### src/rtl/csr_bank.sv
// ============================================================================
// Module   : csr_bank
// Purpose  : Control/status register bank for the memory checker. It holds
//            PARAM_CNT read/write test-parameter words and RES_CNT read-only
//            captured-result words behind an Avalon-MM slave. A two-state test
//            controller (IDLE/RUN) issues start/abort pulses, reports busy,
//            keeps a sticky done flag and drives a level interrupt.
// Options  : CSR_TIMEOUT_EN - when defined, adds a RUN-state watchdog that
//            aborts the test after TIMEOUT_CYCLES cycles and sets the
//            STATUS timeout flag. When undefined, STATUS bit2 reads 0.
// Ports    : clk_sys_i, rst_n_i          - clock, async active-low reset
//            read_i/write_i/address_i/
//            writedata_i/byteenable_i/
//            readdata_o                  - Avalon-MM slave, 1-cycle read latency
//            result_valid_i, result_i    - result capture from the checker
//            start_test_o, abort_test_o  - one-cycle command pulses
//            test_param_reg_o            - flattened parameter registers
//            busy_o, irq_o               - RUN indicator, level interrupt
// Map      : 0 CTRL, 1 STATUS, 2.. params, 2+PARAM_CNT.. results, else 0.
// Revision : 1.0 - initial release
// ============================================================================
`default_nettype none

module csr_bank #(
  parameter int PARAM_CNT      = 3,
  parameter int RES_CNT        = 11,
  parameter int AMM_ADDR_W     = 5,
  parameter int TIMEOUT_CYCLES = 1048576
) (
  input  logic                    clk_sys_i,
  input  logic                    rst_n_i,
  input  logic                    read_i,
  input  logic                    write_i,
  input  logic [AMM_ADDR_W-1:0]   address_i,
  input  logic [31:0]             writedata_i,
  input  logic [3:0]              byteenable_i,
  output logic [31:0]             readdata_o,
  input  logic                    result_valid_i,
  input  logic [RES_CNT*32-1:0]   result_i,
  output logic                    start_test_o,
  output logic                    abort_test_o,
  output logic [PARAM_CNT*32-1:0] test_param_reg_o,
  output logic                    busy_o,
  output logic                    irq_o
);

  localparam int RES_BASE = 2 + PARAM_CNT;

  typedef enum logic [0:0] {
    ST_IDLE = 1'b0,
    ST_RUN  = 1'b1
  } state_e;

  state_e      state_q;
  logic        irq_en_q;
  logic        done_q;
  logic        timeout_q;
  logic        start_rej_q;
  logic        start_q;
  logic        abort_q;
  logic        irq_q;
  logic [31:0] param_q  [PARAM_CNT];
  logic [31:0] result_q [RES_CNT];
  logic [31:0] readdata_q;
  logic [31:0] readdata_d;

  // CTRL commands only take effect when the low byte lane is enabled.
  logic ctrl_wr;
  logic status_rd;
  logic start_cmd;
  logic abort_cmd;
  logic wd_expire;

  assign ctrl_wr   = write_i & (address_i == AMM_ADDR_W'(0)) & byteenable_i[0];
  assign status_rd = read_i & (address_i == AMM_ADDR_W'(1));
  assign start_cmd = ctrl_wr & writedata_i[0];
  assign abort_cmd = ctrl_wr & writedata_i[1];

`ifdef CSR_TIMEOUT_EN
  // Counter sits at zero in IDLE, so it is already cleared on RUN entry.
  localparam int WD_W = $clog2(TIMEOUT_CYCLES + 1);
  logic [WD_W-1:0] wd_q;

  assign wd_expire = (state_q == ST_RUN) && (wd_q == WD_W'(TIMEOUT_CYCLES - 1));

  always_ff @(posedge clk_sys_i or negedge rst_n_i) begin
    if (!rst_n_i) begin
      wd_q <= '0;
    end else if (state_q == ST_RUN) begin
      wd_q <= wd_q + WD_W'(1);
    end else begin
      wd_q <= '0;
    end
  end
`else
  assign wd_expire = 1'b0;
`endif

  // Read mux: unmapped addresses fall through to zero.
  always_comb begin
    readdata_d = '0;
    if (address_i == AMM_ADDR_W'(0)) begin
      readdata_d = {29'd0, irq_en_q, 2'b00};
    end else if (address_i == AMM_ADDR_W'(1)) begin
      readdata_d = {28'd0, start_rej_q, timeout_q, (state_q == ST_RUN), done_q};
    end
    for (int p = 0; p < PARAM_CNT; p++) begin
      if (address_i == AMM_ADDR_W'(2 + p)) readdata_d = param_q[p];
    end
    for (int r = 0; r < RES_CNT; r++) begin
      if (address_i == AMM_ADDR_W'(RES_BASE + r)) readdata_d = result_q[r];
    end
  end

  // Test controller and register storage. Flag-set events are written after
  // the STATUS read-clear so that a coincident set wins.
  always_ff @(posedge clk_sys_i or negedge rst_n_i) begin
    if (!rst_n_i) begin
      state_q     <= ST_IDLE;
      irq_en_q    <= 1'b0;
      done_q      <= 1'b0;
      timeout_q   <= 1'b0;
      start_rej_q <= 1'b0;
      start_q     <= 1'b0;
      abort_q     <= 1'b0;
      irq_q       <= 1'b0;
      readdata_q  <= '0;
      for (int p = 0; p < PARAM_CNT; p++) param_q[p]  <= '0;
      for (int r = 0; r < RES_CNT; r++)   result_q[r] <= '0;
    end else begin
      start_q <= 1'b0;
      abort_q <= 1'b0;
      irq_q   <= irq_en_q & (done_q | timeout_q);

      if (read_i) readdata_q <= readdata_d;

      if (ctrl_wr) irq_en_q <= writedata_i[2];

      if (status_rd) begin
        done_q      <= 1'b0;
        timeout_q   <= 1'b0;
        start_rej_q <= 1'b0;
      end

      // Parameters are frozen while a test runs.
      if (write_i && (state_q == ST_IDLE)) begin
        for (int p = 0; p < PARAM_CNT; p++) begin
          if (address_i == AMM_ADDR_W'(2 + p)) begin
            for (int b = 0; b < 4; b++) begin
              if (byteenable_i[b]) param_q[p][8*b +: 8] <= writedata_i[8*b +: 8];
            end
          end
        end
      end

      case (state_q)
        ST_IDLE: begin
          // A simultaneous abort bit is meaningless here; start alone acts.
          if (start_cmd) begin
            state_q   <= ST_RUN;
            start_q   <= 1'b1;
            done_q    <= 1'b0;
            timeout_q <= 1'b0;
          end
        end
        ST_RUN: begin
          if (start_cmd) start_rej_q <= 1'b1;
          // Result completion takes precedence over abort and watchdog.
          if (result_valid_i) begin
            state_q <= ST_IDLE;
            done_q  <= 1'b1;
            for (int r = 0; r < RES_CNT; r++) result_q[r] <= result_i[32*r +: 32];
          end else if (abort_cmd || wd_expire) begin
            state_q <= ST_IDLE;
            abort_q <= 1'b1;
            if (wd_expire) timeout_q <= 1'b1;
          end
        end
        default: state_q <= ST_IDLE;
      endcase
    end
  end

  for (genvar p = 0; p < PARAM_CNT; p++) begin : g_param_out
    assign test_param_reg_o[32*p +: 32] = param_q[p];
  end

  assign readdata_o   = readdata_q;
  assign start_test_o = start_q;
  assign abort_test_o = abort_q;
  assign busy_o       = (state_q == ST_RUN);
  assign irq_o        = irq_q;

endmodule

`default_nettype wire

### config.mk
export PLATFORM = sky130hd
export DESIGN_NAME = csr_bank
export DESIGN_NICKNAME = d
export VERILOG_FILES = /design/src/rtl/csr_bank.sv
export SDC_FILE = /design/constraint.sdc
export NUM_CORES = 1
export LEC_CHECK = 0
export CAP_MARGIN = 20
export CORE_MARGIN = 10
export CORE_UTILIZATION = 40
export DETAILED_ROUTE_END_ITERATION = 10
export HOLD_SLACK_MARGIN = 0.06
export MAX_ROUTING_LAYER = met4
export PLACE_DENSITY = 0.67
export SETUP_SLACK_MARGIN = 0.1
export SLEW_MARGIN = 15
export SYNTH_ARGS = -nofsm -noshare
export SYNTH_HDL_FRONTEND = slang
export SYNTH_SLANG_ARGS = --single-unit
### constraint.sdc
create_clock -name clk_sys_i -period 2.45 [get_ports clk_sys_i]
set_input_delay 0.3675 -clock clk_sys_i [delete_from_list [all_inputs] [get_ports clk_sys_i]]
set_output_delay 0.3675 -clock clk_sys_i [all_outputs]
set_load 0.02 [all_outputs]
==> impl_metrics.sql <==
INSERT INTO impl_metrics (metric_group, metric, value, unit) VALUES
('pwr', 'pwr-share-seq', '0.438', ''),
('yosys', 'synth-edff-count', '0', ''),
('worst_setup_path', 'worstPathCellList', 'clkdlybuf4s50_1', ''),
('finish', 'fin_area', '32200', 'µm²'),
('floorplan', 'design.die.area', '65200', 'µm²'),
('worst_setup_path', 'critPathMaxFanout', '8', ''),
('detailed_routing', 'detail_route.iter0.violations', '1669', ''),
('placement', 'dp_hpwl', '77700', 'µm'),
('floorplan', 'die_h', '255', 'µm'),
('detailed_routing', 'detail_route.first_pass.iterations', '5', ''),
('yosys', 'synth.cell_area', '22100', 'µm²'),
('yosys', 'synth_top_area_share', '0.552', ''),
('sta', 'maxSlewHeadroom', '0.465', ''),
('sta', 'fmaxAchievable', '438', 'MHz'),
('worst_setup_path', 'max_stage_delay', '710', 'ps'),
('global_route', 'grt_util_met1', '0.400', ''),
('yosys', 'ys.flop_type', 'dfrtp_1', ''),
('sta', 'finalClockSkew', '18.2', 'ps'),
('yosys', 'synth_commonest_cells', 'dfrtp_1, mux2_2, a21oi_1', ''),
('placement', 'placement.cell_area', '30200', 'µm²'),
('job', 'count_of_max_cap_constraint_violations', '0', ''),
('sta', 'unrepaired_setup_endpoints_after_global_routing', 'no', ''),
('clock_network', 'cts.clk_slew.worst_paths', '60', 'ps'),
('outcome', 'status', 'completed', ''),
('yosys', 'synth_fp_nets', '2145', ''),
('floorplan', 'fp.coreArea', '55000', 'µm²'),
('worst_setup_path', 'critical_path.endpoint_type', 'output pin', ''),
('worst_setup_path', 'crit_path_top_delay_cell', 'clkdlybuf4s50_1', ''),
('placement', 'buffers_on_ports', '529', ''),
('worst_setup_path', 'path_depth', '1', ''),
('finish', 'syn_to_final_growth', '45.5', '%'),
('pwr', 'static_leakage', '14.8', 'nW'),
('worst_setup_path', 'r2r-start', 'result_q[81]', ''),
('yosys', 'async_reset_ff_frac', '1.00', ''),
('detailed_routing', 'postRouteAntennaNets', '0', ''),
('global_route', 'grt_overflow_total', '0', ''),
('global_route', 'antenna_found_initial', '18', ''),
('worst_setup_path', 'data_arrival_critical_path', '1920', 'ps'),
('placement', 'place.gp.congestion', '0.958', ''),
('floorplan', 'placementRows', '86', ''),
('clock_network', 'post_cts.repair.setup_buffers', '0', ''),
('worst_setup_path', 'critical-path-top-delay-family', 'buffers and inverters', ''),
('pwr', 'swShare', '0.265', ''),
('detailed_routing', 'wirelength', '97500', 'µm'),
('worst_setup_path', 'setup.worst_path.start_class', 'register', ''),
('detailed_routing', 'drc_viols', '0', ''),
('global_route', 'grt_use_total', '0.302', ''),
('global_route', 'grt.met3_usage', '0.0514', ''),
('yosys', 'post_synth.cell_area_avg', '12.7', 'µm²'),
('worst_setup_path', 'worst_ep_required_time', '2080', 'ps'),
('yosys', 'synthTopCellsByArea', 'dfrtp_1, mux2_2, a21oi_1', ''),
('worst_setup_path', 'startpoint', 'busy_o', ''),
('sta', 'final_period_minus_worst_setup_slack', '2290', 'ps'),
('yosys', 'yosysWarnings', '0', ''),
('worst_hold_path', 'timing.hold.worst.class', 'in2reg', ''),
('finish', 'nNetsFinal', '2866', ''),
('detailed_routing', 'post_drt_via_cell_ratio', '5.67', ''),
('global_route', 'grt_pass1_wl', '139000', 'µm'),
('yosys', 'synth.yosys.seq_area_share', '0.552', ''),
('pwr', 'pwr-share-clk', '0.399', ''),
('floorplan', 'i_o_pins', '530', ''),
('pwr', 'powerDensity', '683', 'nW/µm²'),
('sta', 'fin_hold_ws', '205', 'ps'),
('yosys', 'most_instantiated_library_cell_after_synthesis', 'dfrtp_1', ''),
('global_route', 'gr_met2_demand_resource', '0.472', ''),
('worst_hold_path', 'timing.hold.worst_path_depth', '2', ''),
('yosys', 'yosys.cell_types.count', '68', ''),
('yosys', 'ys_seq_elements', '488', ''),
('clock_network', 'clk_path_buf_depth', '3', ''),
('yosys', 'synth_cells', '1747', ''),
('clock_network', 'cts_made_buffers', '53', '');
worst min-delay path by stage:
stage / slack [ps] / to / startpoint
global placement: 430 / result_q[206] / rst_n_i
detailed placement: 430 / result_q[77] / rst_n_i
finish: 200 / readdata_o[31] / read_i
global route: 230 / readdata_o[17] / read_i
floorplan: 70 / abort_test_o / rst_n_i
CTS: 190 / readdata_o[17] / read_i
cell usage in the layout (no fill, tap or decap), types with 13 or more instances in the layout:
cell / instances
buf_12: 39
nor2b_1: 14
a221oi_1: 27
clkbuf_8: 15
a22oi_1: 43
dfrtp_1: 488
nand2_1: 67
nor3_1: 14
buf_4: 212
a21oi_1: 91
nand3_1: 13
clkbuf_16: 54
diode_2: 16
mux2_2: 449
clkdlybuf4s50_1: 523
nor2_1: 76
or3_1: 19
nor2_2: 13
o22ai_1: 39
o221ai_1: 30
o21ai_0: 60
routing by layer:
| metal | part of all wire | wire [µm] | up-vias |
|---|---|---|---|
| met5 | 0 | 0 | - |
| met4 | 0.025 | 2460 | 0 |
| met3 | 0.075 | 7340 | 136 |
| met2 | 0.47 | 45900 | 895 |
| met1 | 0.43 | 41800 | 9522 |
| li1 | - | - | 8018 |
what timing repair did:
| item | in CTS | in global routing |
|---|---|---|
| hold buffers | 1 | 0 |
| pin swaps | 0 | 0 |
| gates resized for setup | 2 | 5 |
| hold endpoints to repair | 48 | 0 |
| endpoints found under the setup margin | 2 | 6 |
area by class of cell:
cell class | instances | share of cell area
Sequential cell | 488 | 0.379
Multi-Input combinational cell | 1139 | 0.293
Timing Repair Buffer | 780 | 0.238
Clock buffer | 75 | 0.0491
Tap cell | 748 | 0.0291
Clock inverter | 22 | 0.0105
Antenna cell | 16 | 0.00124
Inverter | 6 | 0.000699
sequential cells by signal, summed over array words and instances (netlist names):
register and flops:
busy_o 1, irq_en_q 1, test_param_reg_o 96, done_q 1
timeout_q 1, result_q 352, start_test_o 1, abort_test_o 1
readdata_o 32, start_rej_q 1, irq_o 1
power groups by stage:
stage          clock [mW]  combinational [mW]  sequential, mW
3_3_place_gp            0                3.52            9.72
2_1_floorplan           0                1.16            9.71
6_report             8.77                3.59            9.62
4_1_cts              8.85                3.60            9.60
3_5_place_dp            0                3.57            9.73
5_1_grt              9.17                3.80            9.68
cell families after synthesis:
family          share of synthesized area
buf+inv                            0.0251
simple gates                       0.0658
flops                               0.552
compound gates                      0.124
mux                                 0.234
stage by stage:
stage	setup slack (ps)	setup TNS (ps)	total power [mW]	std cells	utilization
after global routing	112	0	22.6	3274	0.586
after floorplan	456	0	10.9	1747	-
after CTS	147	0	22.0	3258	0.585
final	165	0	22.0	3274	0.586
after global placement	-587	-10720	13.2	3160	0.549
after detailed placement	-595	-12390	13.3	3160	0.549
Note: power is estimated with default switching activity, not from simulation.
